File: config.mk
export PLATFORM = sky130hd
export DESIGN_NAME = minimig_autoconfig_ctrl
export DESIGN_NICKNAME = d
export VERILOG_FILES = /design/src/rtl/minimig_autoconfig_ctrl.sv
export SDC_FILE = /design/constraint.sdc
export NUM_CORES = 1
export LEC_CHECK = 0
export ABC_AREA = 1
export ABC_CLOCK_PERIOD_IN_PS = 4200
export BUFFER_PORTS_ARGS = -buffer_cell sky130_fd_sc_hd__buf_2
export CAP_MARGIN = 30
export CORE_MARGIN = 10
export CORE_UTILIZATION = 45
export CTS_CLUSTER_DIAMETER = 60
export CTS_CLUSTER_SIZE = 28
export DETAILED_ROUTE_END_ITERATION = 8
export GPL_TIMING_DRIVEN = 0
export PLACE_DENSITY = 0.75
export SYNTH_ARGS = -nofsm -noshare
export SYNTH_HDL_FRONTEND = slang
export SYNTH_SLANG_ARGS = --single-unit
File: constraint.sdc
create_clock -name clk -period 4.2 [get_ports clk]
set_clock_uncertainty 0.2 [all_clocks]
set_input_delay 0 -clock clk [delete_from_list [all_inputs] [get_ports clk]]
set_output_delay 0 -clock clk [all_outputs]
set_load 0.01 [all_outputs]
File: src/rtl/minimig_autoconfig_ctrl.sv
// AutoConfig bus responder: walks the board chain (Z2 RAM, Z3 RAM, Ethernet), serves
// nybble reads from the AutoConfig ROM and latches the base addresses the OS assigns.
module minimig_autoconfig_ctrl #(
    parameter int Z2_BOARD  = 0,
    parameter int Z3_BOARD  = 1,
    parameter int ETH_BOARD = 2
) (
    input  logic        clk,
    input  logic        reset_n,
    input  logic        cfg_sel,
    input  logic        req,
    input  logic        rw,
    input  logic [8:1]  addr,
    input  logic [15:0] wdata,
    output logic [15:0] rdata,
    output logic        ack,
    input  logic        en_z3ram,
    input  logic        en_eth,
    input  logic [1:0]  z2ram_size,
    output logic [7:0]  rom_a_read,
    input  logic [3:0]  rom_q,
    output logic [7:0]  rom_a_write,
    output logic [3:0]  rom_d,
    output logic        rom_we,
    output logic [7:0]  z2ram_base,
    output logic        z2ram_cfg,
    output logic [15:0] z3ram_base,
    output logic        z3ram_cfg,
    output logic [15:0] eth_base,
    output logic        eth_cfg,
    output logic        done
);

    localparam logic [1:0] Z2_IDX  = Z2_BOARD[1:0];
    localparam logic [1:0] Z3_IDX  = Z3_BOARD[1:0];
    localparam logic [1:0] ETH_IDX = ETH_BOARD[1:0];

    typedef enum logic [2:0] {
        S_INIT,
        S_FIRST,
        S_IDLE,
        S_RD,
        S_WR,
        S_DONE
    } state_t;

    state_t      state_q;
    logic [1:0]  board_q;
    logic [3:0]  nib_q;
    logic        ack_q;
    logic [15:0] rdata_q;
    logic        rom_we_q;
    logic [3:0]  rom_d_q;
    logic [7:0]  z2_base_q;
    logic        z2_cfg_q;
    logic [15:0] z3_base_q;
    logic        z3_cfg_q;
    logic [15:0] eth_base_q;
    logic        eth_cfg_q;
    logic        done_q;
    logic [7:0]  wr_off_q;
    logic [15:0] wdata_q;

    logic [3:0]  en_mask;
    logic [2:0]  first_d;
    logic [2:0]  next_d;
    logic        ld_nib, ld_z2, ld_z3, ld_eth, adv;
    logic        unused_ok;

    // Lowest enabled board index at or above start; bit 2 set means none left.
    function automatic logic [2:0] find_board(input logic [2:0] start, input logic [3:0] mask);
        logic [2:0] res;
        res = 3'b100;
        for (int i = 3; i >= 0; i--) begin
            if (i >= int'(start) && mask[i]) res = 3'(i);
        end
        return res;
    endfunction

    function automatic logic [3:0] size_nybble(input logic [1:0] size);
        case (size)
            2'b01:   return 4'b0110;
            2'b10:   return 4'b0111;
            default: return 4'b0000;
        endcase
    endfunction

    always_comb begin
        en_mask = 4'b0000;
        en_mask[Z2_IDX]  = (z2ram_size != 2'b00);
        en_mask[Z3_IDX]  = en_z3ram;
        en_mask[ETH_IDX] = en_eth;
    end

    assign first_d = find_board(3'd0, en_mask);
    assign next_d  = find_board({1'b0, board_q} + 3'd1, en_mask);

    // Write decode: a base write only lands on the board that owns that register.
    always_comb begin
        ld_nib = 1'b0;
        ld_z2  = 1'b0;
        ld_z3  = 1'b0;
        ld_eth = 1'b0;
        adv    = 1'b0;
        case (wr_off_q)
            8'h4A: ld_nib = (board_q == Z2_IDX);
            8'h48: ld_z2  = (board_q == Z2_IDX);
            8'h44: begin
                ld_z3  = (board_q == Z3_IDX);
                ld_eth = (board_q == ETH_IDX);
            end
            8'h4C: adv = 1'b1;
            default: ;
        endcase
        adv = adv | ld_z2 | ld_z3 | ld_eth;
    end

    always_ff @(posedge clk or negedge reset_n) begin
        if (!reset_n) begin
            state_q    <= S_INIT;
            board_q    <= 2'd0;
            nib_q      <= 4'hF;
            ack_q      <= 1'b0;
            rdata_q    <= 16'hFFFF;
            rom_we_q   <= 1'b0;
            rom_d_q    <= 4'h0;
            z2_base_q  <= 8'h00;
            z2_cfg_q   <= 1'b0;
            z3_base_q  <= 16'h0000;
            z3_cfg_q   <= 1'b0;
            eth_base_q <= 16'h0000;
            eth_cfg_q  <= 1'b0;
            done_q     <= 1'b0;
            wr_off_q   <= 8'h00;
            wdata_q    <= 16'h0000;
        end else begin
            ack_q    <= 1'b0;
            rom_we_q <= 1'b0;
            case (state_q)
                S_INIT: begin
                    rom_we_q <= (z2ram_size != 2'b00);
                    rom_d_q  <= size_nybble(z2ram_size);
                    state_q  <= S_FIRST;
                end
                S_FIRST: begin
                    if (first_d[2]) begin
                        done_q  <= 1'b1;
                        state_q <= S_DONE;
                    end else begin
                        board_q <= first_d[1:0];
                        state_q <= S_IDLE;
                    end
                end
                S_IDLE: begin
                    if (req && cfg_sel) begin
                        wr_off_q <= {addr[7:1], 1'b0};
                        wdata_q  <= wdata;
                        state_q  <= rw ? S_RD : S_WR;
                    end
                end
                S_RD: begin
                    rdata_q <= {rom_q, 12'hFFF};
                    ack_q   <= 1'b1;
                    state_q <= S_IDLE;
                end
                S_WR: begin
                    ack_q   <= 1'b1;
                    state_q <= S_IDLE;
                    if (ld_nib) nib_q <= wdata_q[15:12];
                    if (ld_z2) begin
                        z2_base_q <= {wdata_q[15:12], nib_q};
                        z2_cfg_q  <= 1'b1;
                    end
                    if (ld_z3) begin
                        z3_base_q <= wdata_q;
                        z3_cfg_q  <= 1'b1;
                    end
                    if (ld_eth) begin
                        eth_base_q <= wdata_q;
                        eth_cfg_q  <= 1'b1;
                    end
                    if (adv) begin
                        if (next_d[2]) begin
                            done_q  <= 1'b1;
                            state_q <= S_DONE;
                        end else begin
                            board_q <= next_d[1:0];
                        end
                    end
                end
                S_DONE: begin
                    if (req && cfg_sel) begin
                        ack_q   <= 1'b1;
                        rdata_q <= 16'hFFFF;
                    end
                end
                default: state_q <= S_INIT;
            endcase
        end
    end

    // ROM read port is addressed combinationally so its data lands in RD.
    assign rom_a_read  = {board_q, addr[6:1]};
    assign rom_a_write = {Z2_IDX, 6'h01};
    assign rom_d       = rom_d_q;
    assign rom_we      = rom_we_q;
    assign rdata       = rdata_q;
    assign ack         = ack_q;
    assign z2ram_base  = z2_base_q;
    assign z2ram_cfg   = z2_cfg_q;
    assign z3ram_base  = z3_base_q;
    assign z3ram_cfg   = z3_cfg_q;
    assign eth_base    = eth_base_q;
    assign eth_cfg     = eth_cfg_q;
    assign done        = done_q;
    assign unused_ok   = addr[8];

endmodule

==> flow_summary_export.csv <==
group,metric,value,unit
logic_synthesis,synth-edff-count,0,
setup_path,max_stage_delay,0.58,ns
logic_synthesis,ys_warn_count,0,
power,power.density,468.9,nW/um2
die,rows,33,
timing,drv_slew,0,
logic_synthesis,synthTopCellsByCount,"124 x nand2_1, 76 x dfrtp_1, 32 x inv_1",
setup_path,cp_common_cell,"dlygate4sd3_1",
clock_tree,cts_tree,"done",
power,leakage,2.947,nW
logic_synthesis,synth.area.top_cells,"dfrtp_1 50%, nand2_1 12%, buf_4 5.5%",
timing,hold_slack,0.2274,ns
clock_tree,cts_max_level,3,
logic_synthesis,syn_inst,398,
setup_path,arrival,2.49,ns
placement,port_buffers,96,
logic_synthesis,yosys_register_bits,84,
route,vias,3122,
route,ant_nets,0,
cells_and_area,fillers,701,
power,switching_share,33.21,%
clock_tree,cts_setup_buffers,0,
route,wl_per_cell,14.03,um
placement,dp_hpwl,6986,um
clock_tree,numCtsBuffers,9,
global_route,overflow,0,
placement,placed_cell_area,4552,um2
power,p_comb_share,29.7,%
cells_and_area,syn2layout_area_growth,35.10,%
timing,rsz0062_at_grt,"no",
hold_path,worst_hold_path_type,"input port to flop",
setup_path,crit_family,"buffers and inverters",
logic_synthesis,yosys.area.top_type,"dfrtp_1",
cells_and_area,final_layout_size_suffix_gt1_share,36.71,%
power,p_int,0.001624,W
clock_tree,path_clk_slew,0.08,ns
clock_tree,clock-sinks,84,
global_route,antenna_found_initial,1,
power,peakVddDrop,0.0002657,V
logic_synthesis,syn_area,3839,um2
logic_synthesis,yosysMostFrequentCell,"nand2_1",
power,p_switching,0.0008076,W
cells_and_area,finalNonFillerCells,678,
setup_path,critPathLaunchType,"input port",
job,max-cap-violations,0,
die,coreArea,8258,um2
power,power_frac_seq,46.3,%
route,drt_wl_total,9513,um
die,dieArea,12620,um2
timing,min_period_over_period,57.46,%
global_route,grt_max_degree,47,
setup_path,path_cells,"dlygate4sd3_1, buf_2, inv_1, ha_1, nand3_1, dlygate4sd3_1, o21ai_0, dlygate4sd3_1, nand3_1, nand2_1",
route,drt-initial-drc-count,145,
placement,dp_cells,619,
clock_tree,cts_root_buf,"clkbuf_8",
cells_and_area,fin_area,5186,um2
logic_synthesis,synth.distinct_cells,30,
setup_path,crit_path_end_kind,"flop",
clock_tree,cts.path.max_buffers,2,
setup_path,crit_path_start,"z2ram_size[0]",
setup_path,required,4.28,ns
global_route,grt_pass1_wl,15690,um
status,status,"completed",
global_route,grtUsageTotal,14.91,%
power,clockPowerShare,24.0,%
setup_path,r2r-start,"state_q[0]",
timing,setup_viol_count_final,0,
clock_tree,clock_latency,0.34,ns
timing,period_minus_slack,2.413,ns
logic_synthesis,synth_top_area_share,49.54,%
placement,gp_congestion,0.8077,
timing,fin_setup_tns,0,ns
setup_path,cp_slowest_cell,"dlygate4sd3_1",
setup_path,crit_type,"input port to flop",
cells_and_area,layout.nets,606,
die,io-pin-count,119,
power,fin_total_pwr,0.002432,W
hold_path,min_from,"wdata[3]",
die,initial_core_util,46.48,%
route,drc_errors,0,
logic_synthesis,ys.flop_type,"dfrtp_1",
global_route,grt_pass1_vias,3265,
route,vias_per_cell,4.605,
die,die_w,112.4,um
logic_synthesis,ys_async_sr_fraction,100.0,%
logic_synthesis,syn_avg_cell_area,9.645,um2
die,die_y,112.4,um
setup_path,path_buf_inv,5,
timing,hold_viol_final,0,
logic_synthesis,ys_seq_area_share,55.02,%
timing,fmax,414.4,MHz
route,drt-pass1-iter-count,4,
setup_path,cp_max_fo,4,
[power by group through the flow]
stage | clock network (W) | logic [W] | registers [W]
2_1_floorplan | 0 | 0.000470 | 0.00113
3_3_place_gp | 0 | 0.000639 | 0.00113
3_5_place_dp | 0 | 0.000668 | 0.00114
4_1_cts | 0.000601 | 0.000723 | 0.00112
5_1_grt | 0.000629 | 0.000803 | 0.00115
6_report | 0.000583 | 0.000723 | 0.00113
[worst paths after layout]
check	endpoint	slack, ns	cells past startpoint
setup / recovery	board_q[1]	1.79	10
hold / removal	wdata_q[3]	0.23	3
setup reg to reg	wr_off_q[1]	2.16	6
hold reg to reg	z2ram_cfg	0.26	2
max in group asynchronous	nib_q[2]	2.98	4
min in group asynchronous	rom_we	0.54	4
[through the flow]
step,utilization (%),setup WS (ns)
6_report,62.80,1.787
5_1_grt,62.80,1.669
4_1_cts,62.77,1.855
3_5_place_dp,55.12,2.517
3_3_place_gp,54.76,2.292
2_1_floorplan,-,2.625
[cells by family (layout without fill, tap and decap cells)]
group	Yosys count	count (layout)	synth area share [%]
compound gates	38	38	5.933
fa+ha+maj	2	2	0.6518
buf+inv	77	232	11.41
flops	84	84	55.02
mux	15	15	5.769
other cells	2	22	0.1956
simple gates	180	180	21.02
[timing repair]
| action | in CTS | in global routing |
|---|---|---|
| hold buffers | 42 | 0 |
| setup endpoints to repair | 0 | 0 |
| hold endpoints to repair | 113 | 0 |
| resized for setup | 0 | 0 |
[metal layers]
metal | track usage [%] | wire (um)
met5 | 0 | 0
met4 | 6.261 | 168
met3 | 3.674 | 493
met2 | 25.84 | 4905
met1 | 17.14 | 3946
[registers in the layout, indices dropped and copies added, names as in the netlist, 2 cells and up]
| name | count |
|---|---|
| eth_base | 16 |
| wdata_q | 16 |
| z3ram_base | 16 |
| z2ram_base | 8 |
| wr_off_q | 7 |
| nib_q | 4 |
| rdata | 4 |
| state_q | 3 |
| board_q | 2 |
| rom_d | 2 |
[placed cells by master, fill, tap and decap left out, types with 2 or more instances in the layout]
cell           synthesis  final
nand3_2                4      4
o21ai_2                9      9
inv_2                  7      7
a21oi_1               14     14
conb_1                 2     21
nand3_1                8      8
nand4_1                2      2
buf_2                  5    100
o21ai_0                2      2
dlygate4sd3_1          0     41
nor2_2                 3      3
nand2_1              124    124
nor2_1                20     20
nor3_1                 6      6
clkbuf_8               0     10
inv_1                 32     32
mux2_4                14     14
buf_6                  5      5
buf_4                 28     29
o21ai_1               12     12
ha_1                   2      2
dfrtp_1               76     76
nor3_4                 2      2
dfstp_2                8      8
nand2_2                6      6
[worst register-to-register path: stages (launching register included)]
cell and delay [ns]:
dfrtp_1 0.44, nor2_1 0.17, nand2_1 0.10, inv_2 0.11, nand2_4 0.07, mux2_2 0.27, dlygate4sd3_1 0.57
[cell type report]
class	count	area (um2)	share of cell area [%]
Clock inverter	5	60.06	1.158
Clock buffer	11	141.4	2.726
Inverter	39	146.4	2.823
Timing Repair Buffer	139	940.9	18.14
Sequential cell	84	2112	40.72
Multi-Input combinational cell	256	1360	26.22
Buffer	38	291.5	5.621
Antenna cell	1	2.502	0.04825
Tap cell	105	131.4	2.533
(Power assumes the default switching activity.)
